--- config.mk ---
export PLATFORM = sky130hd
export DESIGN_NAME = rx_deserializer
export DESIGN_NICKNAME = d
export VERILOG_FILES = /design/src/rtl/rx_deserializer.sv
export SDC_FILE = /design/constraint.sdc
export NUM_CORES = 1
export LEC_CHECK = 0
export CAP_MARGIN = 20
export CORE_MARGIN = 2
export CORE_UTILIZATION = 40
export DETAILED_ROUTE_END_ITERATION = 7
export PLACE_DENSITY_LB_ADDON = 0.08
export SYNTH_ARGS = -nofsm -noshare
export SYNTH_HDL_FRONTEND = slang
export SYNTH_SLANG_ARGS = --single-unit
--- constraint.sdc ---
create_clock -name sample_clk -period 2.3 [get_ports sample_clk]
set_clock_uncertainty 0.2 [all_clocks]
set_input_delay 0.46 -clock sample_clk [delete_from_list [all_inputs] [get_ports sample_clk]]
set_output_delay 0.46 -clock sample_clk [all_outputs]
set_load 0.02 [all_outputs]
--- src/rtl/rx_deserializer.sv ---
// ============================================================================
//  Module   : rx_deserializer
//  Purpose  : Receive-side byte assembler. Collects 8 data bits (LSB first)
//             on the sampler's mid-bit strobes, checks the stop bit one
//             bit-time after the last data bit, and queues good bytes in a
//             small FIFO drained through a valid/ready handshake. Framing
//             and overrun errors are reported as sticky flags.
//  Ports    : sample_clk  - single clock, rising edge
//             rst_n       - synchronous active-low reset
//             din         - serial line (idle high)
//             sample_sig  - one-cycle strobe at each data-bit centre
//             rx_data     - byte at FIFO head (valid while rx_valid)
//             rx_valid    - FIFO not empty
//             rx_ready    - consumer accepts head byte when rx_valid
//             fifo_count  - number of occupied FIFO entries
//             frame_err   - sticky, stop bit sampled low
//             overrun     - sticky, good byte lost to a full FIFO
//             clear_err   - clears both sticky flags (set wins)
//  Revision : 1.0 - initial release
// ============================================================================
`default_nettype none

module rx_deserializer #(
  parameter int SAMPLE_RATIO = 16,
  parameter int FIFO_DEPTH   = 4
) (
  input  logic                          sample_clk,
  input  logic                          rst_n,
  input  logic                          din,
  input  logic                          sample_sig,
  output logic [7:0]                    rx_data,
  output logic                          rx_valid,
  input  logic                          rx_ready,
  output logic [$clog2(FIFO_DEPTH):0]   fifo_count,
  output logic                          frame_err,
  output logic                          overrun,
  input  logic                          clear_err
);

  localparam int PTR_W = $clog2(FIFO_DEPTH);
  localparam int TMR_W = $clog2(SAMPLE_RATIO);

  localparam logic [TMR_W-1:0] STOP_AT  = TMR_W'(SAMPLE_RATIO - 1);
  localparam logic [TMR_W-1:0] TMR_ONE  = TMR_W'(1);
  localparam logic [PTR_W:0]   FULL_CNT = (PTR_W + 1)'(FIFO_DEPTH);
  localparam logic [PTR_W:0]   CNT_ONE  = (PTR_W + 1)'(1);
  localparam logic [PTR_W-1:0] PTR_ONE  = PTR_W'(1);

  typedef enum logic [0:0] {
    COLLECT   = 1'b0,
    STOP_WAIT = 1'b1
  } state_t;

  state_t           state;
  logic [7:0]       shift_reg;
  logic [2:0]       bit_cnt;
  logic [TMR_W-1:0] timer;

  logic [7:0]       mem [FIFO_DEPTH];
  logic [PTR_W-1:0] rd_ptr;
  logic [PTR_W-1:0] wr_ptr;

  logic stop_hit;
  logic good_byte;
  logic bad_stop;
  logic pop;
  logic full;
  logic push;
  logic ovr_set;

  // Stop-bit centre: the cycle in which the timer holds SAMPLE_RATIO-1,
  // i.e. SAMPLE_RATIO cycles after the 8th strobe.
  assign stop_hit  = (state == STOP_WAIT) && (timer == STOP_AT);
  assign good_byte = stop_hit && din;
  assign bad_stop  = stop_hit && !din;

  assign pop      = rx_valid && rx_ready;
  assign full     = (fifo_count == FULL_CNT);
  // A full FIFO still accepts the byte if the head leaves in the same cycle;
  // the write then lands in the slot being vacated.
  assign push     = good_byte && (!full || pop);
  assign ovr_set  = good_byte && full && !pop;

  assign rx_valid = (fifo_count != '0);
  assign rx_data  = mem[rd_ptr];

  // Bit collection / stop-bit timing FSM
  always_ff @(posedge sample_clk) begin
    if (!rst_n) begin
      state     <= COLLECT;
      shift_reg <= '0;
      bit_cnt   <= '0;
      timer     <= '0;
    end else begin
      case (state)
        COLLECT: begin
          if (sample_sig) begin
            shift_reg <= {din, shift_reg[7:1]};
            bit_cnt   <= bit_cnt + 3'd1;  // wraps to 0 after the 8th bit
            if (bit_cnt == 3'd7) begin
              timer <= '0;
              state <= STOP_WAIT;
            end
          end
        end
        STOP_WAIT: begin
          // Strobes are ignored here: only the timer advances.
          if (timer == STOP_AT) begin
            state <= COLLECT;
          end else begin
            timer <= timer + TMR_ONE;
          end
        end
        default: state <= COLLECT;
      endcase
    end
  end

  // Receive FIFO and sticky flags
  always_ff @(posedge sample_clk) begin
    if (!rst_n) begin
      for (int i = 0; i < FIFO_DEPTH; i++) begin
        mem[i] <= '0;
      end
      rd_ptr     <= '0;
      wr_ptr     <= '0;
      fifo_count <= '0;
      frame_err  <= 1'b0;
      overrun    <= 1'b0;
    end else begin
      if (push) begin
        mem[wr_ptr] <= shift_reg;
        wr_ptr      <= wr_ptr + PTR_ONE;
      end
      if (pop) begin
        rd_ptr <= rd_ptr + PTR_ONE;
      end
      case ({push, pop})
        2'b10:   fifo_count <= fifo_count + CNT_ONE;
        2'b01:   fifo_count <= fifo_count - CNT_ONE;
        default: fifo_count <= fifo_count;
      endcase

      if (bad_stop) begin
        frame_err <= 1'b1;
      end else if (clear_err) begin
        frame_err <= 1'b0;
      end

      if (ovr_set) begin
        overrun <= 1'b1;
      end else if (clear_err) begin
        overrun <= 1'b0;
      end
    end
  end

endmodule

`default_nettype wire
======== After elaboration in Yosys (flattened, before gate mapping) ========
Memory sizes are Yosys's and may differ from the RTL's. A register that Yosys moved wholly into a read port is not among the register bits.
Cells that the tools add are included.
word-level totals
  RAM bits ................................ 32
  register bits after elaboration ......... 25
  memories kept ........................... 1
  input port bits ......................... 6
operators by class
  bitwise operators ....................... 1
  add/subtract/negate cells ............... 6
  reduce and logical (&&, ||, !) cells .... 18
  mux-type cells .......................... 21
  eq/ne operators ......................... 8
memories
  name  words  width  read ports  clocked after Yosys merged registers in  wr ports  line  text
  mem   4      8      1           1                                        4         59    logic [7:0] mem [FIFO_DEPTH];
operators with widths
  operator                                           number
  2-to-1 mux 4 bit                                   3
  2-to-1 mux 1 bit                                   11
  2-to-1 mux 8 bit                                   1
  one-hot mux 4 bit (2 select lines)                 1
  OR reduction 8 bit                                 1
  logical AND 1 bit                                  7
  adder 3 x 1 -> 3 bit (second input constant)       2
  == test 3 bit (second input constant)              2
  2-to-1 mux 2 bit                                   3
  inequality test 2 bit (second input constant)      3
  one-hot mux 3 bit (2 select lines)                 1
  nonzero test 2 bit                                 3
  adder 2 x 1 -> 2 bit (second input constant)       2
  adder 4 x 1 -> 4 bit (second input constant)       1
  == test 4 bit (second input constant)              1
  logical NOT 1 bit                                  3
  AND reduction 3 bit                                1
  nonzero test 3 bit                                 1
  subtractor 3 x 1 -> 3 bit (second input constant)  1
  == test 2 x 1 -> 1 bit (second input constant)     1
  == test 2 bit (second input constant)              1
  one-hot mux 1 bit (2 select lines)                 1
  AND reduction 2 bit                                1
  logical OR 1 bit                                   1
  NOT 1 bit                                          1

======== Depth between registers and ports, before layout ========
  depth after elaboration ................. 9
  depth in mapped cells ................... 10
  mapped depth without buffers ............ 9

======== Least setup slack after synthesis ========
No wires, ideal clock.
  path type ............................... register to register
  from .................................... register timer[0]
  to ...................................... register fifo_count[1]
  slack ................................... 11 ps
  setup time .............................. 95 ps
  period minus slack after synthesis ...... 2289 ps
  stages on the path, launching flop included .. 10
  arrival ................................. 1994 ps
  path buffers ............................ 1
  path through ............................ dfxtp_1 -> ha_1 -> and4_1 -> buf_2 -> nand2_1 -> nand2_1 -> fa_1 -> a41oi_1 -> o21ai_0 -> a221oi_1
between the ends
  longest elaborated chain between the ends .. 6
  elaborated cells between the ends (all ways) .. 8
  those cells by class .................... eq/ne (3); mux (1); reduce/logical (4)
ends and longest elaborated chain
  item                                                                             line  text
  start: declaration                                                               57    logic [TMR_W-1:0] timer;
  start signal: assignment                                                         111   timer <= timer + TMR_ONE;
  == test 4 bit *                                                                  73    assign stop_hit = (state == STOP_WAIT) && (timer == STOP_AT);
  logical AND 1 bit *                                                              73
  logical AND 1 bit *                                                              74    assign good_byte = stop_hit && din;
  logical AND 1 bit *                                                              81    assign push = good_byte && (!full || pop);
  == test 2 x 1 -> 1 bit / == test 2 bit (equally long branches)                   138   case ({push, pop})
  one-hot mux 3 bit (2 select lines) / nonzero test 2 bit (equally long branches)  --
  end signal: assignment                                                           139   2'b10: fifo_count <= fifo_count + CNT_ONE;
  end signal: assignment                                                           140   2'b01: fifo_count <= fifo_count - CNT_ONE;
  end signal: assignment                                                           141   default: fifo_count <= fifo_count;
  end: declaration                                                                 34    output logic [$clog2(FIFO_DEPTH):0] fifo_count,
Every way passes the cells marked *; elsewhere a longest branch is shown, timed or not.
A chain may end at the register's enable or synchronous reset.

==> impl_metrics.yaml <==
yosys:
  synth_area_per_cell_sq_um: 11.2
  yosysUniqueCellTypes: 40
  synth-seq-cells: 59
  syn_inst: 238
  netlist_area_sq_mm: 0.00266
  yosys_warnings: 0
  ys_seq_area_share_pct: 56.5
  syn_nets: 248
setup_path:
  crit_path_start_kind: "register"
  r2r_slack_ps: 130
  arrival_ps: 1550
  worstPathMaxFanout: 8
  crit_type: "register to primary output"
  cp_num_buf_inv: 2
  rr_endpoint: "fifo_count[1]"
  worst-r2r-cell-count: 8
  crit_chain: "buf_12, mux4_2, clkdlybuf4s15_2"
  cpLargestDelayFamily: "multiplexers"
  cpPeakStageDelay_ps: 490
  critical-path-slowest-cell: "mux4_2"
  end_kind: "primary output"
  worstReg2RegStart: "timer[0]"
  worstPathRequired_ps: 1640
global_route:
  grt_pass1_wl_um: 8430
  grt_pass1_vias: 1705
  met3_usage_pct: 4.04
  use_met2_pct: 22.2
  top_usage_layer: "met2"
  track_usage_pct: 15.3
  use_met1_pct: 21.3
  grt.overflow.total: 0
  grt_max_degree: 39
  antenna_found_initial: 0
worst_hold_path:
  hold_class: "register to register"
  whs_path_depth: 2
  holdPathEnd: "bit_cnt[2]"
  holdCritStartpoint: "bit_cnt[2]"
route:
  wl_per_cell_um: 14.7
  first_iter_violations: 66
  finalWirelength_um: 5190
  drt-pass1-iter-count: 4
  vias: 1798
  vias_per_cell: 5.09
  drcViolationCount: 0
  ant_nets: 0
sta:
  finalSetupViolCount: 0
  clock.fmax_mhz: 452
  hold_viol: 0
  rsz0062_at_grt: "false"
  fin_crit_ps: 2210
  layout_setup_ws_ps: 88.4
  tns_ps: 0
  fin_crit_sh_pct: 96.2
  finalMaxSlewViolations: 0
  tightest_slew_ps: 581
  slew-limit-headroom_pct: 61.2
place:
  place_worst_setup_slack_ps: -276
  io_buffer_count: 19
  dp.cells: 336
  post-dp-hpwl_um: 3570
  gp_congestion: 0.832
power:
  power_density_mw_per_mm2: 650
  ir_drop_mv: 0.300
  p_leak_uw: 0.00117
  p_total_uw: 2100
die:
  die_w_um: 85.5
  pin_count: 20
  std_cell_rows: 29
  core_sq_mm: 0.00639
  dieHeight_um: 85.5
  fp.dieArea_sq_mm: 0.00731
  start_util_pct: 41.6
cts:
  clock-sinks: 59
  cts_buffer_depth: 2
  cts_hold_buf: 0
  insertion_delay_ps: 330
  cts_root_buffer: "clkbuf_8"
  htree_levels: 3
  clk_pin_slew_ps: 60
  cts_tree: "yes"
  cts_buffers: 9
cells_and_area:
  num_antenna_cells: 0
  fin_util_pct: 50.5
  n_fill_cell: 610
  num-nets-final: 281
  final_cells: 353
  final_common_cell: "nand2_1"
  drive_gt1_share_pct: 22.1
  largest_register_ffs: 32
  final_cell_mix: "nand2_1 (36), edfxtp_1 (32), nor2_1 (21), dfxtp_1 (21), and2_1 (19)"
  synthToLayoutAreaGrowth_pct: 21.3
outcome:
  status: "completed"
run:
  max_cap_violations: 0
worst register-to-register path: stages (launching register included):
cell and delay, ps:
dfxtp_2 370, ha_4 140, and4_4 230, nand2_2 80
nand2_2 70, fa_1 440, a41oi_2 160, o21ai_0 100
a221oi_1 280
metrics by stage:
step,instance area (sq um),hold WS [ps]
5_1_grt,3220,292
4_1_cts,3220,274
3_5_place_dp,3020,265
2_1_floorplan,2660,244
3_3_place_gp,3020,254
6_report,3220,270
kinds of logic (layout without fill, tap and decap cells):
| group | count (synthesis) | count (layout) | synth area share [%] |
|---|---|---|---|
| muxes | 8 | 8 | 6.78 |
| and+or+nand+nor | 110 | 110 | 20.5 |
| AOI/OAI and AO/OA | 29 | 29 | 8.01 |
| xor gates and xnor gates | 7 | 7 | 2.31 |
| DFF | 59 | 59 | 56.5 |
| adders and majority gates | 4 | 4 | 2.17 |
| buffers and inverters | 21 | 59 | 3.67 |
cell type report:
class                      instances  area, sq um  share of cell area, %
timing repair buffer              37          325                   10.1
tap                               77         96.3                   2.99
sequential                        59         1510                   46.8
multi-input combinational        158         1080                   33.7
clock inverter                     1         7.51                  0.233
inverter                           6         22.5                  0.699
clock buffer                      15          176                   5.48
repair_timing:
action                                  CTS  global route
endpoints found under the setup margin    9            15
gates resized for setup                  26            17
pin swaps                                 0             2
buffers inserted                          0             1
per-layer routing:
layer  vias up  share of wire (%)
met5         -                  0
met4         0               0.71
met3         2                3.3
met2        34                 46
met1       852                 50
li1        910                  -
cells in the mapped netlist, drive strengths merged:
library cell / count / area, sq um
o21a: 2 / 15.0
dfxtp: 27 / 541
or4b: 1 / 13.8
o41ai: 1 / 8.76
o21ai: 2 / 10.0
and2: 19 / 119
a221oi: 1 / 8.76
inv: 6 / 22.5
nand3b: 2 / 15.0
nor3: 5 / 25.0
a21oi: 2 / 10.0
nand4: 3 / 18.8
nand2b: 1 / 6.26
o2111ai: 2 / 17.5
buf: 6 / 41.3
and3: 7 / 48.8
clkbuf: 9 / 33.8
and4: 1 / 8.76
ha: 3 / 37.5
xnor2: 3 / 26.3
a41oi: 1 / 8.76
fa: 1 / 20.0
o31a: 1 / 8.76
nor2b: 1 / 6.26
o22ai: 3 / 18.8
a21boi: 12 / 90.1
xor2: 4 / 35.0
o211ai: 1 / 7.51
a311oi: 1 / 8.76
nor3b: 2 / 15.0
edfxtp: 32 / 961
nor4: 1 / 6.26
mux4: 8 / 180
nand2: 38 / 143
nand3: 7 / 35.0
nor2: 21 / 78.8
or2: 1 / 6.26
worst max path at each step:
stage                     cells past startpoint     startpoint       endpoint
after global placement                        5       rx_ready      mem[1][5]
after CTS                                     3       register     rx_data[0]
final                                         3       register     rx_data[4]
after floorplan                               9       timer[0]  fifo_count[1]
after detailed placement                      7       rx_ready  fifo_count[1]
after global routing                          3  fifo_count[0]       rx_valid
power breakdown:
part	switching (uW)	internal, uW
Combinational	49.2	37.0
Sequential	11.7	1130
Clock	382	481
Power figures use the tool's default switching activity.
